## src/rtl/fetch_pkg.sv

```systemverilog
// Shared types for the instruction fetch stage.
// Optional feature macro used by fetch_unit: FETCH_PERF_COUNTERS_EN.
package fetch_pkg;

    localparam int INSTR_BYTES = 4;

    typedef enum logic [1:0] {
        IDLE = 2'd0,
        REQ  = 2'd1,
        DROP = 2'd2
    } fetch_state_t;

    typedef struct packed {
        logic [31:0] pc;
        logic [31:0] instr;
    } fetch_entry_t;

    // Instructions are word aligned; the two low PC bits are always zero.
    function automatic logic [31:0] align_pc(input logic [31:0] pc);
        return {pc[31:2], 2'b00};
    endfunction

endpackage

```

## src/rtl/fetch_queue.sv

```systemverilog
// Small synchronous FIFO of fetched {pc, instr} entries.
// Flush empties the queue and overrides push/pop in the same cycle.
// The head entry and its valid flag come straight from registers.
module fetch_queue
    import fetch_pkg::*;
#(
    parameter int DEPTH = 4,
    localparam int PTR_W = $clog2(DEPTH)
) (
    input  logic         clk,
    input  logic         reset,
    input  logic         push_i,
    input  fetch_entry_t push_entry_i,
    input  logic         pop_i,
    input  logic         flush_i,
    output logic [PTR_W:0] count_o,
    output logic         head_valid_o,
    output fetch_entry_t head_o
);

    localparam logic [PTR_W:0] FULL_COUNT = (PTR_W + 1)'(DEPTH);

    fetch_entry_t   mem_q [DEPTH];
    logic [PTR_W-1:0] wr_ptr_q;
    logic [PTR_W-1:0] rd_ptr_q;
    logic [PTR_W:0]   count_q;
    logic [PTR_W:0]   count_d;
    logic             do_push;
    logic             do_pop;

    assign do_push = push_i && !flush_i && (count_q != FULL_COUNT);
    assign do_pop  = pop_i && !flush_i && (count_q != '0);

    // Occupancy after this cycle's push/pop; simultaneous push and pop cancel.
    always_comb begin
        count_d = count_q;
        if (flush_i) begin
            count_d = '0;
        end else if (do_push && !do_pop) begin
            count_d = count_q + (PTR_W + 1)'(1);
        end else if (!do_push && do_pop) begin
            count_d = count_q - (PTR_W + 1)'(1);
        end
    end

    // Storage write; entries need no reset because count gates visibility.
    always_ff @(posedge clk) begin
        if (do_push) begin
            mem_q[wr_ptr_q] <= push_entry_i;
        end
    end

    // Pointer and occupancy update; power-of-two depth lets pointers wrap naturally.
    always_ff @(posedge clk) begin
        if (!reset) begin
            wr_ptr_q <= '0;
            rd_ptr_q <= '0;
            count_q  <= '0;
        end else begin
            count_q <= count_d;
            if (flush_i) begin
                wr_ptr_q <= '0;
                rd_ptr_q <= '0;
            end else begin
                if (do_push) wr_ptr_q <= wr_ptr_q + PTR_W'(1);
                if (do_pop)  rd_ptr_q <= rd_ptr_q + PTR_W'(1);
            end
        end
    end

    assign count_o      = count_q;
    assign head_valid_o = (count_q != '0);
    assign head_o       = mem_q[rd_ptr_q];

endmodule

```

## src/rtl/fetch_unit.sv

```systemverilog
// Instruction fetch stage: generates PCs, issues one ICache read at a time,
// queues returned words with their PCs and hands them to decode.
// Handshake: decode takes the head entry on a cycle where instr_valid && instr_ready;
// a redirect in that cycle wins and the entry is flushed instead.
// Optional: define FETCH_PERF_COUNTERS_EN to add saturating perf counter outputs.
module fetch_unit
    import fetch_pkg::*;
#(
    parameter logic [31:0] RESET_VECTOR = 32'h0000_0000,
    parameter int          QUEUE_DEPTH  = 4
) (
    input  logic         clk,
    input  logic         reset,
    output logic         cache_read_request,
    output logic [31:0]  cache_addr,
    input  logic         cache_read_response,
    input  logic [31:0]  cache_read_data,
    input  logic         redirect_valid,
    input  logic [31:0]  redirect_pc,
    output logic         instr_valid,
    input  logic         instr_ready,
    output logic [31:0]  instr_data,
    output logic [31:0]  instr_pc,
    output fetch_state_t dbg_state
`ifdef FETCH_PERF_COUNTERS_EN
    ,
    output logic [31:0]  perf_fetched,
    output logic [31:0]  perf_dropped,
    output logic [31:0]  perf_full_cycles
`endif
);

    localparam int CW = $clog2(QUEUE_DEPTH) + 1;
    localparam logic [CW-1:0] DEPTH_C = CW'(QUEUE_DEPTH);

    fetch_state_t state_q;
    logic         req_q;
    logic [31:0]  addr_q;
    logic [31:0]  next_pc_q;
    logic [31:0]  pc_inc;

    logic [CW-1:0] q_count;
    logic [CW-1:0] count_after;
    logic          q_head_valid;
    fetch_entry_t  q_head;
    fetch_entry_t  push_entry;
    logic          push;
    logic          pop;

    // A response is only kept when no redirect arrives in the same cycle.
    assign push       = (state_q == REQ) && cache_read_response && !redirect_valid;
    assign pop        = q_head_valid && instr_ready && !redirect_valid;
    assign pc_inc     = next_pc_q + 32'(INSTR_BYTES);
    assign push_entry = '{pc: next_pc_q, instr: cache_read_data};

    // Occupancy the queue will have after this cycle's push and pop.
    always_comb begin
        count_after = q_count;
        if (push && !pop) begin
            count_after = q_count + CW'(1);
        end else if (!push && pop) begin
            count_after = q_count - CW'(1);
        end
    end

    // Fetch FSM: one outstanding read, DROP absorbs the response of a cancelled read.
    always_ff @(posedge clk) begin
        if (!reset) begin
            state_q   <= IDLE;
            req_q     <= 1'b0;
            addr_q    <= RESET_VECTOR;
            next_pc_q <= RESET_VECTOR;
        end else begin
            case (state_q)
                IDLE: begin
                    if (redirect_valid) begin
                        next_pc_q <= align_pc(redirect_pc);
                    end else if (q_count < DEPTH_C) begin
                        state_q <= REQ;
                        req_q   <= 1'b1;
                        addr_q  <= next_pc_q;
                    end
                end
                REQ: begin
                    if (redirect_valid) begin
                        next_pc_q <= align_pc(redirect_pc);
                        if (cache_read_response) begin
                            state_q <= IDLE;
                            req_q   <= 1'b0;
                        end else begin
                            state_q <= DROP;
                        end
                    end else if (cache_read_response) begin
                        next_pc_q <= pc_inc;
                        if (count_after < DEPTH_C) begin
                            addr_q <= pc_inc;
                        end else begin
                            state_q <= IDLE;
                            req_q   <= 1'b0;
                        end
                    end
                end
                DROP: begin
                    if (redirect_valid) begin
                        next_pc_q <= align_pc(redirect_pc);
                    end
                    if (cache_read_response) begin
                        state_q <= IDLE;
                        req_q   <= 1'b0;
                    end
                end
                default: begin
                    state_q <= IDLE;
                    req_q   <= 1'b0;
                end
            endcase
        end
    end

    fetch_queue #(
        .DEPTH(QUEUE_DEPTH)
    ) u_queue (
        .clk          (clk),
        .reset        (reset),
        .push_i       (push),
        .push_entry_i (push_entry),
        .pop_i        (pop),
        .flush_i      (redirect_valid),
        .count_o      (q_count),
        .head_valid_o (q_head_valid),
        .head_o       (q_head)
    );

    assign cache_read_request = req_q;
    assign cache_addr         = addr_q;
    assign instr_valid        = q_head_valid;
    assign instr_data         = q_head.instr;
    assign instr_pc           = q_head.pc;
    assign dbg_state          = state_q;

`ifdef FETCH_PERF_COUNTERS_EN
    logic [31:0] fetched_q;
    logic [31:0] dropped_q;
    logic [31:0] full_q;
    logic        drop_evt;

    assign drop_evt = cache_read_response &&
                      ((state_q == DROP) || ((state_q == REQ) && redirect_valid));

    // Saturating event counters.
    always_ff @(posedge clk) begin
        if (!reset) begin
            fetched_q <= '0;
            dropped_q <= '0;
            full_q    <= '0;
        end else begin
            if (push && (fetched_q != '1))                    fetched_q <= fetched_q + 32'd1;
            if (drop_evt && (dropped_q != '1))                dropped_q <= dropped_q + 32'd1;
            if ((q_count == DEPTH_C) && (full_q != '1))       full_q    <= full_q + 32'd1;
        end
    end

    assign perf_fetched     = fetched_q;
    assign perf_dropped     = dropped_q;
    assign perf_full_cycles = full_q;
`endif

endmodule
```

## config.mk

```make
export PLATFORM = sky130hd
export DESIGN_NAME = fetch_unit
export DESIGN_NICKNAME = d
export VERILOG_FILES = /design/src/rtl/fetch_pkg.sv /design/src/rtl/fetch_queue.sv /design/src/rtl/fetch_unit.sv
export SDC_FILE = /design/constraint.sdc
export NUM_CORES = 1
export LEC_CHECK = 0
export ABC_CLOCK_PERIOD_IN_PS = 3000
export BUFFER_PORTS_ARGS = -buffer_cell sky130_fd_sc_hd__clkbuf_2
export CAP_MARGIN = 20
export CORE_MARGIN = 8
export CORE_UTILIZATION = 52
export CTS_CLUSTER_SIZE = 20
export DETAILED_ROUTE_END_ITERATION = 10
export PLACE_DENSITY = 0.8
export RECOVER_POWER = 50
export SLEW_MARGIN = 20
export SYNTH_ARGS = -nofsm -noshare
export SYNTH_HDL_FRONTEND = slang
export SYNTH_SLANG_ARGS = --single-unit
```

## constraint.sdc

```tcl
create_clock -name clk -period 3 [get_ports clk]
set_input_delay 0.15 -clock clk [delete_from_list [all_inputs] [get_ports clk]]
set_output_delay 0.15 -clock clk [all_outputs]
set_load 0.03 [all_outputs]
```

==> impl_metrics.ini, run 1 <==
[outcome]
status = finished clean

[setup_path]
regToRegEndpoint = next_pc_q[10]$_SDFFE_PN0P_
rr_startpoint = dbg_state[0]$_SDFFE_PN0P_
end_kind = flip-flop
startpoint_type = flip-flop
cp_max_fo = 15
r2r_slack_ns = 0.43
critPathArrivalTime_ns = 3.05
crit_type = flip-flop to flip-flop
ff2ff_path_depth = 7
required_ns = 3.48

[yosys]
seq_area_frac_synth = 0.674
syn_inst = 872
syn_area_um2 = 13200
synth_warnings = 0
ys.flop_type = edfxtp_1
synth-edff-count = 248
synth_area_per_cell_um2 = 15.1
synth-seq-cells = 320
async_flop_share = 0
synth.distinct_cells = 67

[clocking]
post_cts_buffers = 0
cts_sinks = 320
cts_tree = yes
cts_inserted_buffers = 31
htreeDepth = 1
clk_latency_ns = 0.55
root_buffer = clkbuf_16
path_clk_slew_ns = 0.06
cts_resized = 0
clockBufferDepth = 3

[detailed_routing]
wl_um = 30500
drt-pass1-iter-count = 5
drc = 0
final_antenna_net_count = 0
vias = 8359
wire_per_inst_um = 21.2
routed_via_density = 5.81
drtIter0Drc = 739

[placement]
routabilityCongestion = 0.873
place_hpwl_um = 20200
port_buffers = 162

[flow_run]
maxCapViolCount = 0

[timing]
tightest_slew_ns = 0.853
drv_slew = 0
slew_headroom = 0.431
finalHoldViolations = 0
period_share = 0.856
finalSetupTns_ns = 0
layout_min_cycle_time_ns = 2.57
finalSetupViolCount = 0
rsz0062_at_grt = no
clock.fmax_mhz = 390
fin_skew_ns = 0.0117

[power_and_ir_drop]
p_leak_nw = 5.24
ir_drop_mv = 0.471
p_total_mw = 9.25
p_per_area_nw_per_um2 = 583

[floorplanning]
die_x_um = 175
rows = 58
core_um2 = 25000
die_h_um = 175
ios = 169
start_util = 0.527
dieArea_um2 = 30700

[worst_hold_path]
hold_end = next_pc_q[7]$_SDFFE_PN0P_
min_from = redirect_pc[7]
hold_class = input pin to flip-flop
holdPathStages = 4

[grt]
gr-usage-all-layers = 0.195
grt_pass1_vias = 8378
grt_pass1_wl_um = 47300
grt_max_degree = 47
grt-ovfl-total = 0
antenna_found_initial = 0

[cells_and_area]
syn_to_final_growth_pct = 20.2
drive_above_1_share = 0.216
num-fill-cells = 1858
insertedDiodeCount = 0
nets = 1162
[layout make-up]
cell class,count,area [um^2],share of cell area
inverter,13,48.8,0.00308
tap,330,413,0.0260
clock inverter,13,128,0.00805
clock buffer,45,838,0.0529
multi-input combinational,475,3950,0.249
timing repair buffer,243,1580,0.0996
sequential,320,8890,0.561
[cells in the mapped netlist (all sizes together) (12+ instances only)]
library cell | n | area (um^2)
nor3 | 14 | 90.1
nor4 | 12 | 111
dfxtp | 72 | 1440
mux4 | 62 | 1400
xnor2 | 21 | 184
clkbuf | 45 | 169
buf | 22 | 124
o21ai | 43 | 215
nand4 | 17 | 121
nand3 | 26 | 135
nand2 | 39 | 146
nor2 | 51 | 191
inv | 12 | 45.0
a21oi | 45 | 225
xor2 | 17 | 149
edfxtp | 248 | 7450
[worst max-delay path, stage by stage (launching register included)]
cell and delay, ns:
dfxtp_1 0.32, clkbuf_1 0.49, nand2_1 0.49, nand2_1 0.54
buf_4 0.30, o21ai_0 0.13, o21a_1 0.14, nor2_1 0.08
[registers in the layout, indices dropped and copies added (netlist names), named ones only]
register            count
dbg_state               2
u_queue.wr_ptr_q        2
u_queue.rd_ptr_q        2
u_queue.count_o         3
u_queue.mem_q         248
next_pc_q              30
cache_read_request      1
cache_addr             30
[metal layers]
layer  wire length (um)  part of all wire  track usage
met5                  0                 0            0
met4                557             0.018       0.0452
met3               2630             0.086       0.0455
met2              14800              0.49        0.322
met1              12400              0.41        0.258
[power breakdown]
part	leakage, nW	internal [mW]	switching (mW)
combinational	1.92	0.227	0.393
sequential	2.86	4.86	0.104
clock	0.457	2.11	1.55
[kinds of logic after synthesis]
| family | count (synthesis) | share of synthesized area |
|---|---|---|
| flops | 320 | 0.674 |
| simple gates | 206 | 0.0849 |
| fa+ha+maj | 9 | 0.00854 |
| mux | 65 | 0.108 |
| compound gates | 153 | 0.0727 |
| buf+inv | 80 | 0.0259 |
| other cells | 1 | 0.000284 |
| xor+xnor | 38 | 0.0252 |
[worst max path at each step]
| stage | end | cells after the start | from |
|---|---|---|---|
| 3_5_place_dp | cache_addr[22]$_SDFFE_PN0P_ | 6 | next_pc_q[2]$_SDFFE_PN0P_ |
| 2_1_floorplan | u_queue.mem_q[0][0]$_DFFE_PP_ | 4 | dbg_state[0]$_SDFFE_PN0P_ |
| 3_3_place_gp | cache_addr[22]$_SDFFE_PN0P_ | 6 | next_pc_q[2]$_SDFFE_PN0P_ |
| 6_report | next_pc_q[10]$_SDFFE_PN0P_ | 7 | dbg_state[0]$_SDFFE_PN0P_ |
| 4_1_cts | instr_pc[11] | 3 | flip-flop |
| 5_1_grt | next_pc_q[10]$_SDFFE_PN0P_ | 7 | dbg_state[0]$_SDFFE_PN0P_ |
[stage by stage]
stage	util	area, um^2	hold slack (ns)	cells	worst slack (ns)
final	0.633	15900	0.0230	1439	0.433
after global placement	0.579	14500	0.367	1330	0.659
after floorplan	-	13200	0.249	875	0.456
after detailed placement	0.579	14500	0.375	1330	0.649
after global routing	0.633	15900	0.0120	1439	0.196
after CTS	0.638	16000	0.000213	1439	0.430
[what timing repair did]
action                                  CTS  global route
endpoints found under the hold margin   149             0
endpoints found under the setup margin    0             0
hold buffers                             51             0
[layout by cell type (no fill, tap or decap), types with 6 or more instances in the layout]
| cell type | n |
|---|---|
| mux4_2 | 62 |
| inv_1 | 12 |
| ha_1 | 9 |
| xnor2_1 | 21 |
| nor2_1 | 51 |
| xor2_1 | 17 |
| dlygate4sd3_1 | 51 |
| buf_4 | 13 |
| nor3_1 | 10 |
| edfxtp_1 | 248 |
| nand3_1 | 25 |
| nand4_1 | 17 |
| dfxtp_1 | 70 |
| clkbuf_16 | 31 |
| and3_1 | 7 |
| and2_1 | 6 |
| clkbuf_2 | 96 |
| nand2_1 | 39 |
| a211oi_1 | 7 |
| a32oi_1 | 9 |
| o21ai_1 | 6 |
| clkbuf_1 | 85 |
| nor4_1 | 9 |
| a31oi_1 | 11 |
| nand2b_1 | 10 |
| a21oi_1 | 45 |
| o21ai_0 | 37 |
| buf_12 | 11 |
Power figures use the tool's default switching activity.
==> inputs of run 2 (changes only) <==
- SYNTH_HIERARCHICAL: default -> 1
==> run 2 against run 1 <==
  * Critical path depth is 4 lower
  * Synthesized cell count is 0.46% higher
  * Sequential share of layout area up 0.19 points
  * First-iteration DRC count is 12% higher
  * Largest cell class unchanged
  * Routed wire length grew 1.4%
  * Combinational power fell by 13%
  * Final area rose by 2.4%
  * Critical path type is now flip-flop to primary output
  * Flip-flop and latch count grew 8
  * Setup slack worse by 0.12 ns
  * Via count rose by 1.8%
==> impl_metrics.ini, run 2 <==
[timing]
finalHoldViolations = 0
whs_ns = 0.0319
drv_slew = 0
tightest_slew_ns = 0.994
rsz0062_at_grt = no
clock.fmax_mhz = 372
finalSetupViolCount = 0
layout_min_cycle_time_ns = 2.69
finalSetupTns_ns = 0
slew_headroom = 0.337
period_share = 0.895
fin_skew_ns = 0.0125

[yosys]
synth-edff-count = 256
syn_inst = 876
ys.flop_type = edfxtp_1
synth_commonest_cells = edfxtp_1 (256), dfxtp_1 (72), a21oi_1 (60), mux4_2 (60), nor2_1 (42)
synth_warnings = 6
netlist.area_leader.share = 0.567
async_flop_share = 0
synth_area_leaders = edfxtp_1 (57%), dfxtp_1 (11%), mux4_2 (10%), a21oi_1 (2.2%), a211oi_1 (1.6%)
synth_most_common_cell = edfxtp_1
yosys.area.top_type = edfxtp_1
synth_area_per_cell_um2 = 15.5
seq_area_frac_synth = 0.673
synth.distinct_cells = 65
synth-seq-cells = 328
syn_area_um2 = 13600

[floorplanning]
core_um2 = 25800
ios = 169
die_x_um = 178
start_util = 0.525
dieArea_um2 = 31500
rows = 59
die_h_um = 178

[cells_and_area]
largest_reg_flops = 256
final_cell_mix = edfxtp_1 (256), clkbuf_2 (92), clkbuf_1 (89)
syn_to_final_growth_pct = 19.6
top_register = u_queue/mem_q
num-fill-cells = 1960
insertedDiodeCount = 0
layout_commonest_cell = edfxtp_1
finish.instance_area_um2 = 16200
nets = 1168
drive_above_1_share = 0.221

[setup_path]
critPathArrivalTime_ns = 2.54
startpoint_type = flip-flop
r2r_slack_ns = 0.35
ff2ff_path_depth = 8
crit_type = flip-flop to primary output
required_ns = 2.85
regToRegEndpoint = u_queue/mem_q[2][15]$_DFFE_PP_
rr_startpoint = dbg_state[1]$_SDFFE_PN0P_
cp_max_fo = 47
end_kind = primary output
crit_path_end = instr_pc[20]

[detailed_routing]
drtIter0Drc = 825
final_antenna_net_count = 0
drc = 0
vias = 8510
wl_um = 30900
wire_per_inst_um = 21.3
routed_via_density = 5.86
drt-pass1-iter-count = 5

[grt]
grt_pass1_wl_um = 48500
grt-ovfl-total = 0
grt_pass1_vias = 8632
antenna_found_initial = 0
gr-usage-all-layers = 0.197
grt_max_degree = 48

[placement]
placed_area_um2 = 14800
routabilityCongestion = 0.891
port_buffers = 164
place_hpwl_um = 19800

[clocking]
path_clk_slew_ns = 0.06
cts_sinks = 328
htreeDepth = 2
root_buffer = clkbuf_16
cts_tree = yes
clk_latency_ns = 0.50
cts_inserted_buffers = 34
clockBufferDepth = 3

[worst_hold_path]
hold_class = input pin to flip-flop
min_from = redirect_pc[29]

[power_and_ir_drop]
ir_drop_mv = 0.349
p_leak_nw = 5.39
p_per_area_nw_per_um2 = 605
p_total_mw = 9.82

[outcome]
status = finished clean

[flow_run]
maxCapViolCount = 0
## run 2: worst min-delay path by stage
stage                                           to  cells past startpoint
floorplan                dbg_state[1]$_SDFFE_PN0P_                      1
global placement    u_queue/mem_q[0][18]$_DFFE_PP_                      1
detailed placement  u_queue/mem_q[2][12]$_DFFE_PP_                      1
CTS                     next_pc_q[29]$_SDFFE_PN0P_                      3
global route            next_pc_q[29]$_SDFFE_PN0P_                      3
finish                  next_pc_q[29]$_SDFFE_PN0P_                      3
## run 2: routing by layer
metal / GRT usage / wire [um]
met2: 0.313 / 14700
met3: 0.0453 / 2380
met5: 0 / 0
met4: 0.0535 / 625
met1: 0.269 / 13200
## run 2: logic make-up after synthesis
family,after synthesis,synth area share
DFF,328,0.673
and+or+nand+nor,197,0.0783
AOI/OAI and AO/OA,171,0.0816
buffers and inverters,74,0.0301
muxes,68,0.111
xor gates and xnor gates,30,0.0194
adders and majority gates,7,0.00701
other,1,0.000276
## run 2: worst max-delay path, stage by stage, from the launching register on
cell	delay [ns]
dfxtp_4	0.35
clkbuf_4	0.78
mux4_1	0.66
clkbuf_2	0.22
## run 2: stage by stage
| step | std cells | utilization | worst slack [ns] |
|---|---|---|---|
| floorplan | 885 | - | 0.0109 |
| global placement | 1350 | 0.574 | 0.414 |
| detailed placement | 1350 | 0.574 | 0.362 |
| CTS | 1453 | 0.634 | 0.310 |
| global route | 1453 | 0.628 | 0.111 |
| finish | 1453 | 0.628 | 0.315 |
## run 2: layout make-up
cell class,count,area (um^2),share of cell area
clock buffer,48,997,0.0614
inverter,10,37.5,0.00231
tap,335,419,0.0258
sequential,328,9140,0.563
multi-input combinational,483,4080,0.252
timing repair buffer,235,1420,0.0875
clock inverter,14,135,0.00833
## run 2: repair_timing
| item | 4_1_cts | 5_1_grt |
|---|---|---|
| buffers inserted | 0 | 0 |
| endpoints found under the hold margin | 138 | 0 |
| resized for setup | 0 | 0 |
| hold buffers | 41 | 0 |
## run 2: report_power, final
part | internal [mW] | leakage [nW] | total (mW) | switching, mW
clock network | 2.57 | 0.554 | 4.20 | 1.63
logic | 0.198 | 1.93 | 0.540 | 0.342
registers | 4.98 | 2.91 | 5.08 | 0.107
